## config.mk

```make
export PLATFORM = sky130hd
export DESIGN_NAME = adder_share_arb_flat
export DESIGN_NICKNAME = d
export VERILOG_FILES = /design/src/rtl/adder_share_arb_pkg.sv /design/src/rtl/adder_share_arb_if.sv /design/src/rtl/rr_pick.sv /design/src/rtl/adder_share_arb.sv /design/src/flat_wrapper.sv
export SDC_FILE = /design/constraint.sdc
export NUM_CORES = 1
export LEC_CHECK = 0
export ABC_AREA = 1
export BUFFER_PORTS_ARGS = -buffer_cell sky130_fd_sc_hd__buf_2
export CAP_MARGIN = 20
export CORE_AREA = 4 4 413 415
export DETAILED_ROUTE_END_ITERATION = 8
export DIE_AREA = 0 0 417 419
export SLEW_MARGIN = 20
export SYNTH_ARGS = -nofsm -noshare
export SYNTH_HDL_FRONTEND = slang
export SYNTH_SLANG_ARGS = --single-unit
```

## constraint.sdc

```tcl
create_clock -name clk -period 2.8 [get_ports clk]
set_input_delay 0.56 -clock clk [delete_from_list [all_inputs] [get_ports clk]]
set_output_delay 0.56 -clock clk [all_outputs]
set_load 0.005 [all_outputs]
```

## src/rtl/adder_share_arb_pkg.sv

```systemverilog
// Shared constants and helpers for the adder_share_arb slice.
// Optional statistics counters are compiled in with ADDER_ARB_STATS_EN.
package adder_share_arb_pkg;

  localparam int ADDER_WIDTH_DEF = 118;
  localparam int NUM_REQ_DEF     = 4;
  localparam int IDX_W_DEF       = 2;
  localparam int STAT_W          = 32;

  // Counters stick at all-ones instead of wrapping to zero.
  function automatic logic [STAT_W-1:0] sat_inc(input logic [STAT_W-1:0] value,
                                                input logic              en);
    return (en && (value != '1)) ? value + 1'b1 : value;
  endfunction

endpackage

```

## src/rtl/adder_share_arb_if.sv

```systemverilog
// Requester and result channels of the shared-adder arbiter.
// The master side drives requests and result backpressure; the arbiter is the slave.
interface adder_share_arb_if
  import adder_share_arb_pkg::*;
#(
  parameter int ADDER_WIDTH = ADDER_WIDTH_DEF,
  parameter int NUM_REQ     = NUM_REQ_DEF,
  parameter int IDX_W       = IDX_W_DEF
);

  logic [NUM_REQ-1:0]             req_valid;
  logic [NUM_REQ-1:0]             req_ready;
  logic [NUM_REQ*ADDER_WIDTH-1:0] req_a;
  logic [NUM_REQ*ADDER_WIDTH-1:0] req_b;
  logic                           res_valid;
  logic                           res_ready;
  logic [ADDER_WIDTH:0]           res_sum;
  logic [IDX_W-1:0]               res_idx;

  modport master (
    output req_valid, req_a, req_b, res_ready,
    input  req_ready, res_valid, res_sum, res_idx
  );

  modport slave (
    input  req_valid, req_a, req_b, res_ready,
    output req_ready, res_valid, res_sum, res_idx
  );

endinterface

```

## src/rtl/rr_pick.sv

```systemverilog
// Combinational round-robin picker: first set request at or after ptr, wrapping.
module rr_pick #(
  parameter int N  = 4,
  parameter int IW = 2
) (
  input  logic [N-1:0]  req,
  input  logic [IW-1:0] ptr,
  output logic [N-1:0]  grant,
  output logic [IW-1:0] idx,
  output logic          any
);

  int pos;

  always_comb begin
    grant = '0;
    idx   = '0;
    any   = 1'b0;
    pos   = 0;
    for (int k = 0; k < N; k++) begin
      pos = int'(ptr) + k;
      if (pos >= N) pos = pos - N;
      if (!any && req[pos]) begin
        any        = 1'b1;
        grant[pos] = 1'b1;
        idx        = IW'(pos);
      end
    end
  end

endmodule

```

## src/rtl/adder_share_arb.sv

```systemverilog
// Round-robin arbiter feeding one shared registered adder: operand stage, then sum stage.
// Define ADDER_ARB_STATS_EN to add the stat_grants/stat_stalls counters.
module adder_share_arb
  import adder_share_arb_pkg::*;
#(
  parameter int ADDER_WIDTH = ADDER_WIDTH_DEF,
  parameter int NUM_REQ     = NUM_REQ_DEF,
  parameter int IDX_W       = IDX_W_DEF
) (
  input  logic              clk,
  input  logic              reset,
  adder_share_arb_if.slave  bus
`ifdef ADDER_ARB_STATS_EN
  ,
  output logic [STAT_W-1:0] stat_grants,
  output logic [STAT_W-1:0] stat_stalls
`endif
);

  logic                   s1_valid;
  logic [ADDER_WIDTH-1:0] s1_a;
  logic [ADDER_WIDTH-1:0] s1_b;
  logic [IDX_W-1:0]       s1_idx;
  logic [IDX_W-1:0]       rr_ptr;
  logic                   res_valid_q;
  logic [ADDER_WIDTH:0]   res_sum_q;
  logic [IDX_W-1:0]       res_idx_q;

  logic [NUM_REQ-1:0]     grant;
  logic [IDX_W-1:0]       win_idx;
  logic                   any_req;
  logic                   adv2;
  logic                   can_load;
  logic                   accept;
  logic [IDX_W-1:0]       next_ptr;
  logic [ADDER_WIDTH-1:0] sel_a;
  logic [ADDER_WIDTH-1:0] sel_b;

  rr_pick #(
    .N  (NUM_REQ),
    .IW (IDX_W)
  ) u_rr_pick (
    .req   (bus.req_valid),
    .ptr   (rr_ptr),
    .grant (grant),
    .idx   (win_idx),
    .any   (any_req)
  );

  // The operand stage may reload in the same cycle it hands its pair forward.
  assign adv2          = s1_valid & (~res_valid_q | bus.res_ready);
  assign can_load      = ~s1_valid | adv2;
  assign accept        = can_load & any_req & ~reset;
  assign bus.req_ready = accept ? grant : '0;
  assign next_ptr      = (win_idx == IDX_W'(NUM_REQ - 1)) ? '0 : win_idx + 1'b1;

  always_comb begin
    sel_a = '0;
    sel_b = '0;
    for (int i = 0; i < NUM_REQ; i++) begin
      if (grant[i]) begin
        sel_a = bus.req_a[i*ADDER_WIDTH +: ADDER_WIDTH];
        sel_b = bus.req_b[i*ADDER_WIDTH +: ADDER_WIDTH];
      end
    end
  end

  always_ff @(posedge clk) begin
    if (reset) begin
      s1_valid    <= 1'b0;
      s1_a        <= '0;
      s1_b        <= '0;
      s1_idx      <= '0;
      rr_ptr      <= '0;
      res_valid_q <= 1'b0;
      res_sum_q   <= '0;
      res_idx_q   <= '0;
    end else begin
      if (accept) begin
        s1_valid <= 1'b1;
        s1_a     <= sel_a;
        s1_b     <= sel_b;
        s1_idx   <= win_idx;
        rr_ptr   <= next_ptr;
      end else if (adv2) begin
        s1_valid <= 1'b0;
      end

      if (adv2) begin
        res_sum_q   <= {1'b0, s1_a} + {1'b0, s1_b};
        res_idx_q   <= s1_idx;
        res_valid_q <= 1'b1;
      end else if (res_valid_q & bus.res_ready) begin
        res_valid_q <= 1'b0;
      end
    end
  end

  assign bus.res_valid = res_valid_q;
  assign bus.res_sum   = res_sum_q;
  assign bus.res_idx   = res_idx_q;

`ifdef ADDER_ARB_STATS_EN
  always_ff @(posedge clk) begin
    if (reset) begin
      stat_grants <= '0;
      stat_stalls <= '0;
    end else begin
      stat_grants <= sat_inc(stat_grants, accept);
      stat_stalls <= sat_inc(stat_stalls, res_valid_q & ~bus.res_ready);
    end
  end
`endif

endmodule

```

## src/flat_wrapper.sv

```systemverilog
// flat-port wrapper written by rule: the top's interface ports become plain ports
module adder_share_arb_flat import adder_share_arb_pkg::*;
#(
  parameter int ADDER_WIDTH = ADDER_WIDTH_DEF,
  parameter int NUM_REQ     = NUM_REQ_DEF,
  parameter int IDX_W       = IDX_W_DEF
)
  (clk, reset, bus_req_valid, bus_req_a, bus_req_b, bus_res_ready, bus_req_ready, bus_res_valid, bus_res_sum, bus_res_idx);
  adder_share_arb_if #(.ADDER_WIDTH(ADDER_WIDTH), .NUM_REQ(NUM_REQ), .IDX_W(IDX_W)) bus_i ();
  input  logic clk;
  input  logic reset;
  input wire logic [$bits(bus_i.req_valid)-1:0] bus_req_valid;
  input wire logic [$bits(bus_i.req_a)-1:0] bus_req_a;
  input wire logic [$bits(bus_i.req_b)-1:0] bus_req_b;
  input wire logic [$bits(bus_i.res_ready)-1:0] bus_res_ready;
  output wire logic [$bits(bus_i.req_ready)-1:0] bus_req_ready;
  output wire logic [$bits(bus_i.res_valid)-1:0] bus_res_valid;
  output wire logic [$bits(bus_i.res_sum)-1:0] bus_res_sum;
  output wire logic [$bits(bus_i.res_idx)-1:0] bus_res_idx;
  assign bus_i.req_valid = bus_req_valid;
  assign bus_i.req_a = bus_req_a;
  assign bus_i.req_b = bus_req_b;
  assign bus_i.res_ready = bus_res_ready;
  assign bus_req_ready = bus_i.req_ready;
  assign bus_res_valid = bus_i.res_valid;
  assign bus_res_sum = bus_i.res_sum;
  assign bus_res_idx = bus_i.res_idx;
  adder_share_arb #(.ADDER_WIDTH(ADDER_WIDTH), .NUM_REQ(NUM_REQ), .IDX_W(IDX_W)) u_core (.clk(clk), .reset(reset), .bus(bus_i));
endmodule
```

==> results.md, run 1 <==
- Counting I/O delays and the setup requirement, the final critical path takes around 3.0 ns.
- The number of remaining DRC errors is 0.
- The initial antenna violation count was 57.
- The total clock buffers created by CTS is approximately 50.
- The final hold violation count is 0.
- Across all layers, the routed design uses ~47000 vias.
- In this run the deepest clock path goes through 3 buffers.
- The max-cap check violation count is 0.
- The share of async-settable or async-resettable flops after synthesis is 0.
- The setup slack of the most critical reg-to-reg path is 0 ns.
- In this run the tool buffered the top-level ports with around 1100 buffer cells.
- The H-tree was split into 2 levels.
- After detailed routing, the total wire length is 240000 um.
- Counting flops and latches in the post-synthesis netlist gives ~360.
- The total global routing overflow is 0.
- The endpoint of the worst-slack reg-to-reg timing path is u_core.s1_b[65].
- The mean post-synth cell area is roughly 5.2 um2.
- The clock sink count is roughly 360.
- The chip width is roughly 420 um.
- In this run the count of I/O pins placed on the die edge is ~1100.
- After the last flow step, the layout net total stands at roughly 9400.
- The post-synthesis cell type with the largest combined area is sky130_fd_sc_hd__nand2_1.
- The run finished, with violations left.
- Static timing analysis puts the maximum clock frequency at roughly 0.33 GHz.
- The initial utilization of the core area, before any placement, comes to 0.211.
- The number of global-route vias before repair was ~45000.
- In this run the worst setup path terminates at bus_req_ready[0].
- The worst setup path is captured at a primary output.
- The later pin in the worst-skew pair is clocked with a latency of 0.68 ns.
- The netlist area before placement is ~35000 um2.
- In the final routed layout, each cell accounts on average for about 23 um.
- The area overhead of the layout relative to synthesis is 47.1%.
- The post-layout utilization of the core is 0.310.
- The number of optimization iterations in the first detailed-route pass is 6.
- The post-synthesis sequential area ratio is 0.207.
- The register clock-pin slew on the reported worst setup and hold paths is approximately 0.060 ns.
- The category of the worst setup path launch point is a flip-flop.
- The via density per instance is about 4.5.
- Of the post-synthesis cell area, the dominant cell type holds 0.254.
- The total area inside the core boundary comes to between 150000 and 200000 um2.
- The number of cells on the worst reg-to-reg path is 17.
- The count of pins over their slew limit is 0.
- Overall power consumption after layout is estimated at about 0.057 W.
- The required time of the critical path is 2.24 ns.
- The share of post-route cells with drive strength above 1 is 0.258.
- The half-perimeter wire length after detailed placement is 199000 um.
- When the netlist entered floorplanning its net count stood at 7811.
- Entering global routing, the biggest net connects between 100 and 150 pins.
- The placer congestion estimate is 0.989.
- Synthesis produced a netlist whose cell count is just under 7000.
- The placement row count is 150.
- The TritonCTS clock tree is done.
- The kind of path behind the tightest hold check is input port to flip-flop.
- Summing all multi-input logic gate instances after layout gives about 22000 um2.
- The worst clock skew on the final layout is between 0.03 and 0.04 ns.
- The y dimension of the die is 419 um.
- Across the whole layout, storage elements account for 7290 um2.
- Sorting the synthesized cells by area gives the leading types as sky130_fd_sc_hd__nand2_1, sky130_fd_sc_hd__dfxtp_1, sky130_fd_sc_hd__inv_1.
- The worst setup path is of the flip-flop to primary output kind.
- The actual slew at the worst max-slew pin is between 1 and 1.5 ns.
- For this run, the number of Yosys warnings is 0.
- The largest fanout of any net on the critical path is 6.
- Across the VDD grid, the largest voltage drop is between 0.7 and 0.8 mV.
- The clock tree root driver cell is sky130_fd_sc_hd__clkbuf_16.
- The total die area is approximately 170000 um2.
- The overall routing resource usage is 0.253.
- The number of DRC markers in iteration 0 is 3981.
- STA puts the critical path data arrival time at approximately 2.5 ns.
- In this run the remaining antenna-violating nets after routing total 0.
- The filler cells instantiated in the layout total about 19000.
- After layout, the worst setup slack is -0.243 ns.
- The first global-routing pass estimated about 320000 um of wire.
- The standby leakage power is 29.7 nW.
- The worst hold-check slack is ~0.18 ns.
- Setup repair after global routing could not meet its margin everywhere.
- Counting flops with a built-in enable in the synthesized netlist gives 0.
- Among all flip-flop cells after synthesis, the most frequent one is sky130_fd_sc_hd__dfxtp_1.
- In the finished design, the share of the clock period the worst path needs comes to 1.09.
- OpenSTA, run right after detailed placement, puts the worst setup slack at -0.602 ns.
- After synthesis, the netlist uses 37 different library cells.
- The library cells used most frequently in the layout, excluding fill and tap cells, are sky130_fd_sc_hd__nand2_1, sky130_fd_sc_hd__inv_1, sky130_fd_sc_hd__buf_2.
- The total power divided by cell area is around 1100 nW/um2.
- The final reports fail on setup timing.
- Setup violations remaining at the end of the flow were counted as 4.
- The library cell used most frequently in the layout, excluding fill and tap cells, is sky130_fd_sc_hd__nand2_1.
- The worst-case headroom to the max-slew limit is 0.276.
==> critical path: stages, from the launching register on <==
cell	delay [ns]
sky130_fd_sc_hd__dfxtp_2	0.34
sky130_fd_sc_hd__inv_2	0.06
sky130_fd_sc_hd__ha_4	0.27
sky130_fd_sc_hd__inv_4	0.07
sky130_fd_sc_hd__nand3_4	0.07
sky130_fd_sc_hd__nand2_4	0.10
sky130_fd_sc_hd__nand3_4	0.10
sky130_fd_sc_hd__nor2_4	0.23
sky130_fd_sc_hd__nand2_4	0.11
sky130_fd_sc_hd__nand2_8	0.09
sky130_fd_sc_hd__inv_8	0.03
sky130_fd_sc_hd__buf_16	0.13
sky130_fd_sc_hd__nand2_1	0.07
sky130_fd_sc_hd__inv_1	0.04
sky130_fd_sc_hd__buf_2	0.12
==> synth_stat cells, types with 33 or more instances <==
master / instances
sky130_fd_sc_hd__clkbuf_1: 86
sky130_fd_sc_hd__xor2_1: 52
sky130_fd_sc_hd__buf_4: 33
sky130_fd_sc_hd__ha_1: 125
sky130_fd_sc_hd__nor3_1: 33
sky130_fd_sc_hd__nor2_1: 531
sky130_fd_sc_hd__inv_1: 1346
sky130_fd_sc_hd__nand3_1: 633
sky130_fd_sc_hd__a21oi_1: 788
sky130_fd_sc_hd__buf_2: 161
sky130_fd_sc_hd__inv_2: 37
sky130_fd_sc_hd__nand2_1: 2376
sky130_fd_sc_hd__o21ai_0: 92
sky130_fd_sc_hd__dfxtp_1: 363
==> final cells by class <==
type | count | share of cell area
Clock inverter | 29 | 0.00778
Multi-Input combinational cell | 4687 | 0.426
Tap cell | 2204 | 0.0534
Inverter | 1383 | 0.101
Clock buffer | 66 | 0.0276
Antenna cell | 18 | 0.000873
Timing Repair Buffer | 1822 | 0.242
Sequential cell | 363 | 0.141
==> report_power, final <==
| part | total (W) | switching (W) | leakage (nW) | internal (W) |
|---|---|---|---|---|
| registers | 0.00931 | 0.00216 | 2.99 | 0.00715 |
| clock network | 0.00726 | 0.00299 | 0.879 | 0.00427 |
| logic | 0.0407 | 0.0247 | 25.8 | 0.0160 |
==> layer usage <==
metal	up-vias	global-route usage	part of all wire
met5	-	0	0.00024
met4	10	0.0582	0.028
met3	265	0.0311	0.060
met2	1633	0.435	0.47
met1	21900	0.338	0.44
li1	23600	-	-
==> flip-flops by register name, summed over array words and instances, names as in the netlist, named ones only <==
| register | count |
|---|---|
| u_core.bus.res_sum | 119 |
| u_core.s1_a | 118 |
| u_core.s1_b | 118 |
| u_core.bus.res_idx | 2 |
| u_core.s1_idx | 2 |
| u_core.bus.res_valid | 1 |
| u_core.rr_ptr | 1 |
| u_core.s1_valid | 1 |
==> worst min-delay path by stage <==
stage | start | endpoint | slack (ns) | cells past startpoint
floorplan | u_core.s1_valid | u_core.bus.res_valid | 0.47 | 2
global route | reset | u_core.bus.res_sum[2] | 0.16 | 2
CTS | reset | u_core.bus.res_sum[2] | 0.12 | 2
global placement | u_core.bus.res_sum[0] | u_core.bus.res_sum[0] | 0.46 | 2
detailed placement | u_core.bus.res_sum[0] | u_core.bus.res_sum[0] | 0.49 | 2
finish | reset | u_core.bus.res_sum[2] | 0.18 | 2
==> stage by stage <==
stage	instances	TNS [ns]	instance area, um2
finish	10600	-0.915	51600
global route	10600	-2.54	51600
CTS	10500	-1.22	50200
detailed placement	10400	-14.14	47900
global placement	10400	-14.81	47900
floorplan	6734	0	35100
==> repair_timing <==
item | 4_1_cts | 5_1_grt
pin swaps | 11 | 16
setup buffers | 16 | 21
hold buffers | 0 | 0
gates cloned | 1 | 16
gates resized for setup | 85 | 201
setup endpoints to repair | 43 | 211
==> cells by family (layout without fill, tap and decap cells) <==
| kind of cell | after synthesis | in the layout | share of synthesized area |
|---|---|---|---|
| compound gates | 895 | 895 | 0.129 |
| xor+xnor | 53 | 53 | 0.0132 |
| fa+ha+maj | 126 | 126 | 0.0451 |
| buf+inv | 1684 | 3300 | 0.192 |
| flops | 363 | 363 | 0.207 |
| other cells | 0 | 18 | 0 |
| simple gates | 3613 | 3613 | 0.414 |
Note: power is estimated with default switching activity, not from simulation.
==> inputs of run 2 (changes only) <==
--- a/config.mk
+++ b/config.mk
@@ -8,10 +8,12 @@
 export ABC_AREA = 1
 export BUFFER_PORTS_ARGS = -buffer_cell sky130_fd_sc_hd__buf_2
 export CAP_MARGIN = 20
-export CORE_AREA = 4 4 413 415
+export CORE_AREA = 4 4 421 423
 export DETAILED_ROUTE_END_ITERATION = 8
-export DIE_AREA = 0 0 417 419
+export DIE_AREA = 0 0 425 427
+export GPL_TIMING_DRIVEN = 0
 export SLEW_MARGIN = 20
 export SYNTH_ARGS = -nofsm -noshare
 export SYNTH_HDL_FRONTEND = slang
+export SYNTH_HIERARCHICAL = 1
 export SYNTH_SLANG_ARGS = --single-unit
==> results.md, run 2 <==
- The area overhead of the layout relative to synthesis is 38.3%.
- Fill cells in the final layout number just over 20000.
- The total power divided by cell area is 1230 nW/um2.
- At the end of the flow, the number of nets in the layout was 8178.
- Derived from the worst setup path, the maximum achievable clock frequency is a little over 0.3 GHz.
- Of all nets on the critical path, the largest fanout is 5.
- The number of remaining DRC errors is 0.
- For this design, the slowest cell found on the critical path is sky130_fd_sc_hd__dfxtp_4.
- In this run the mean area of a mapped cell was about 5.5 um2.
- The clock tree root driver cell is sky130_fd_sc_hd__clkbuf_16.
- The kind of path behind the tightest hold check is input port to flip-flop.
- For this run, the register share of the synthesized area comes to 0.224.
- In this run the standard cell core region covers 173000 um2.
- The delay contributed by the slowest stage of the critical path is between 0.3 and 0.4 ns.
- For the worst flop-to-flop path, the logic depth is 22.
- Routability-driven placement finished with a final weighted congestion of between 1 and 1.5.
- The area fraction of the dominant cell type after synthesis is 0.224.
- The number of instances on the worst hold path is 4.
- The count of pins over their slew limit came to 0.
- The sequential cell fraction of total power is 0.164.
- Total power for the finished layout comes to roughly 0.055 W.
- In this run the count of I/O pins placed on the die edge is around 1100.
- Hold timing on the final database bottoms out at a slack of approximately 0.25 ns.
- In the detailed route, the total length drawn on met2 is between 100000 and 150000 um.
- The switching power share of the total is 0.564.
- By count the netlist is led by sky130_fd_sc_hd__nand2_1, sky130_fd_sc_hd__nor2_1, sky130_fd_sc_hd__inv_1, sky130_fd_sc_hd__o21ai_0, sky130_fd_sc_hd__dfxtp_1.
- The detailed router used layers up to and including met5.
- In this run the deepest clock path goes through 3 buffers.
- Of the total power, combinational logic draws 0.732.
- Ranked by total cell area, the synthesized netlist is headed by sky130_fd_sc_hd__dfxtp_1, sky130_fd_sc_hd__nand2_1, sky130_fd_sc_hd__nor2_1.
- The shortest clock period the worst path allows after layout is between 3 and 4 ns.
- The count of buffers added on input and output ports is approximately 1100.
- The kind of critical path is flip-flop to primary output.
- For this design the static power due to leakage is 23.2 nW.
- The clock latency of the later-clocked register in the worst-skew pair is roughly 0.62 ns.
- The number of DRC markers in iteration 0 is between 4000 and 5000.
- The synthesized design contains between 300 and 400 register bits.
- The cell-internal power is 0.0240 W.
- The total clock buffers created by CTS is 42.
- The initial antenna violation count came to 108.
- The worst setup path is captured at a primary output.
- The total global routing overflow is 0.
- The area occupied by multi-input gates is roughly 22000 um2.
- The netlist area before placement is approximately 32000 um2.
- The checks that failed: setup timing.
- Setup repair after global routing could not meet its margin everywhere.
- Summing all placed instances gives a cell area of 40800 um2.
- The total die area is roughly 180000 um2.
- The first global-routing pass estimated about 310000 um of wire.
- Counting distinct cell types in the post-synthesis netlist gives 38.
- The number of global-route vias before repair is roughly 40000.
- The most common cell in the synthesized netlist is sky130_fd_sc_hd__nand2_1.
- Wires add up to roughly 240000 um.
- Summing all flip-flop and latch instances after layout gives around 7300 um2.
- Setup total negative slack on the finished layout was measured at -58.15 ns.
- The share of async-settable or async-resettable flops after synthesis is 0.
- STA classifies the critical path startpoint as a flip-flop.
- In the final routed layout, each cell accounts on average for 25.0 um.
- Yosys printed 6 warnings.
- The largest net degree at the start of global routing is 14.
- The switching component of the power is between 0.03 and 0.04 W.
- The number of nets in the synthesized netlist is between 6000 and 7000.
- The y dimension of the die is 427 um.
- The total of endpoints with negative setup slack in the final report is roughly 270.
- Among cell families on the critical path, the largest total delay comes from buffers and inverters.
- The final route contains approximately 43000 vias.
- In the final layout, the share of cells above drive strength 1 is 0.245.
- The initial utilization of the core area, before any placement, comes to 0.187.
- The via density per instance is around 4.5.
- The TritonCTS clock tree is done.
- The number of levels the H-tree was split into is 2.
- The actual slew at the worst max-slew pin is between 1 and 1.5 ns.
- Once layout is complete, the utilization of the core stands at 0.259.
- The run finished, with violations left.
- The most frequently used flop master after synthesis is sky130_fd_sc_hd__dfxtp_1.
- In this run, synthesis inferred 0 flip-flops with an integrated enable.
- The clock network fraction of design power is 0.104.
- The routed length on met1 is 99900 um.
- Summed over all instances, the cell type with the most area after synthesis is sky130_fd_sc_hd__dfxtp_1.
- The total non-filler cell area in the finished layout is roughly 45000 um2.
- The data arrival time at the worst-slack endpoint is 2.72 ns.
- The maximum vdd ir drop is between 1 and 1.5 mV.
- The flip-flop count of the largest register after layout is between 100 and 150.
- Traced cell by cell, the critical path runs through clkinvlp_4 -> ha_4 -> inv_4 -> nand2_2 -> nand2_2 -> nor2_4 -> buf_6 -> nand4_1 -> nand3_2 -> buf_8 -> buf_12 -> clkbuf_16 -> inv_6 -> nor2_4 -> buf_8.
- The chip width is approximately 430 um.
- The depth of the critical timing path with buffers and inverters included is 15.
- The cell count after synthesis came out at 5910.
- The sum of buffers and inverters on the critical path is 8.
- The required time of the critical path is 2.24 ns.
- Max-cap violations in this run came to 0.
- The clock arrives with between 0.03 and 0.04 ns of skew.
- The number of nets with antenna violations after detailed routing is 0.
- The number of optimization iterations in the first detailed-route pass is 6.
- The final hold violation count was 0.
- The final period utilization is 1.17.
- In the layout the commonest cells are sky130_fd_sc_hd__nand2_1, sky130_fd_sc_hd__buf_2, sky130_fd_sc_hd__nor2_1.
- For this run, the total global-route usage over all layers was measured as 0.247.
- The library cell used most frequently in the layout, excluding fill and tap cells, is sky130_fd_sc_hd__nand2_1.
- The clock sink count is between 300 and 400.
- The worst-case headroom to the max-slew limit is 0.323.
- The floorplan has 153 rows.
- After layout, the worst setup slack is -0.485 ns.
- The sum of met3 wire segment lengths after detailed routing is ~19000 um.
- Summed over all nets, the half-perimeter wirelength after detailed placement is a little over 200000 um.
- Clock-pin slew was measured on the worst setup and hold paths at 0.06 ns.
[run 2: changes by cell type after synthesis, moves of 73 or more]
cell and change:
sky130_fd_sc_hd__a21oi_1 -428, sky130_fd_sc_hd__nand2_1 -563, sky130_fd_sc_hd__o21ai_0 +459, sky130_fd_sc_hd__buf_2 -73, sky130_fd_sc_hd__nand3_1 -499, sky130_fd_sc_hd__inv_1 -497, sky130_fd_sc_hd__a22oi_1 +208, sky130_fd_sc_hd__nor2_1 +399
[run 2: path summary, 6_finish.rpt]
| check | start | endpoint | slack [ns] |
|---|---|---|---|
| worst max-delay path | u_core/rr_ptr[1] | bus_req_ready[1] | -0.48 |
| worst min-delay path | bus_res_ready | u_core/bus.res_valid | 0.25 |
| worst max register to register | u_core/rr_ptr[1] | u_core/s1_a[114] | -0.43 |
| worst min register to register | u_core/s1_b[27] | u_core/s1_b[27] | 0.47 |
[run 2: cell type report]
| class | count | area share |
|---|---|---|
| antenna | 42 | 0.00234 |
| clock inverter | 21 | 0.00510 |
| inverter | 894 | 0.0753 |
| buffer | 273 | 0.0441 |
| clock buffer | 52 | 0.0261 |
| multi-input combinational | 4380 | 0.484 |
| timing repair buffer | 1145 | 0.137 |
| sequential | 363 | 0.162 |
| tap | 2325 | 0.0648 |
[run 2: what timing repair did]
action                                 in CTS  in global routing
setup endpoints to repair                 309                306
gates resized for setup                   584                283
pin swaps                                  62                 36
gates cloned                                4                  0
hold buffers                                0                  0
setup buffers                              48                 16
endpoints found under the hold margin       0                  0
[run 2: through the flow]
stage | cells | setup slack (ns)
final | 9495 | -0.485
after global routing | 9478 | -0.559
after CTS | 9437 | -0.532
after detailed placement | 9312 | -2.68
after global placement | 9310 | -2.87
after floorplan | 5910 | 0.0256
[run 2: worst register-to-register path: cells and delay by family (launching register included)]
kind                     cells  cell delay, ns
AO/OA/AOI/OAI                4            0.58
buffers and inverters       11            1.33
AND/OR/NAND/NOR              6            0.50
adder cells (fa/ha/maj)      1            0.31
flip-flops                   1            0.37
[run 2: cell families (layout without fill, tap and decap cells)]
kind of cell    after synthesis  after routing  share of synthesized area
flops                       363            363                      0.224
fa+ha+maj                   128            128                     0.0496
compound gates             1174           1174                      0.202
simple gates               3020           3020                      0.370
xor+xnor                     58             58                     0.0156
other cells                   0             42                          0
buf+inv                    1167           2385                      0.139
[run 2: power by group through the flow]
stage                     sequential [W]  combinational [W]  clock [W]
after global routing             0.00923             0.0429    0.00608
final                            0.00901             0.0403    0.00574
after detailed placement         0.00909             0.0333          0
after floorplan                  0.00850             0.0176          0
after global placement           0.00906             0.0333          0
after CTS                        0.00899             0.0386    0.00589
[run 2: layer usage]
layer / up-vias / GRT usage
met1: 20000 / 0.325
li1: 21000 / -
met2: 1860 / 0.405
met4: 28 / 0.0853
met5: - / 0
met3: 288 / 0.0426
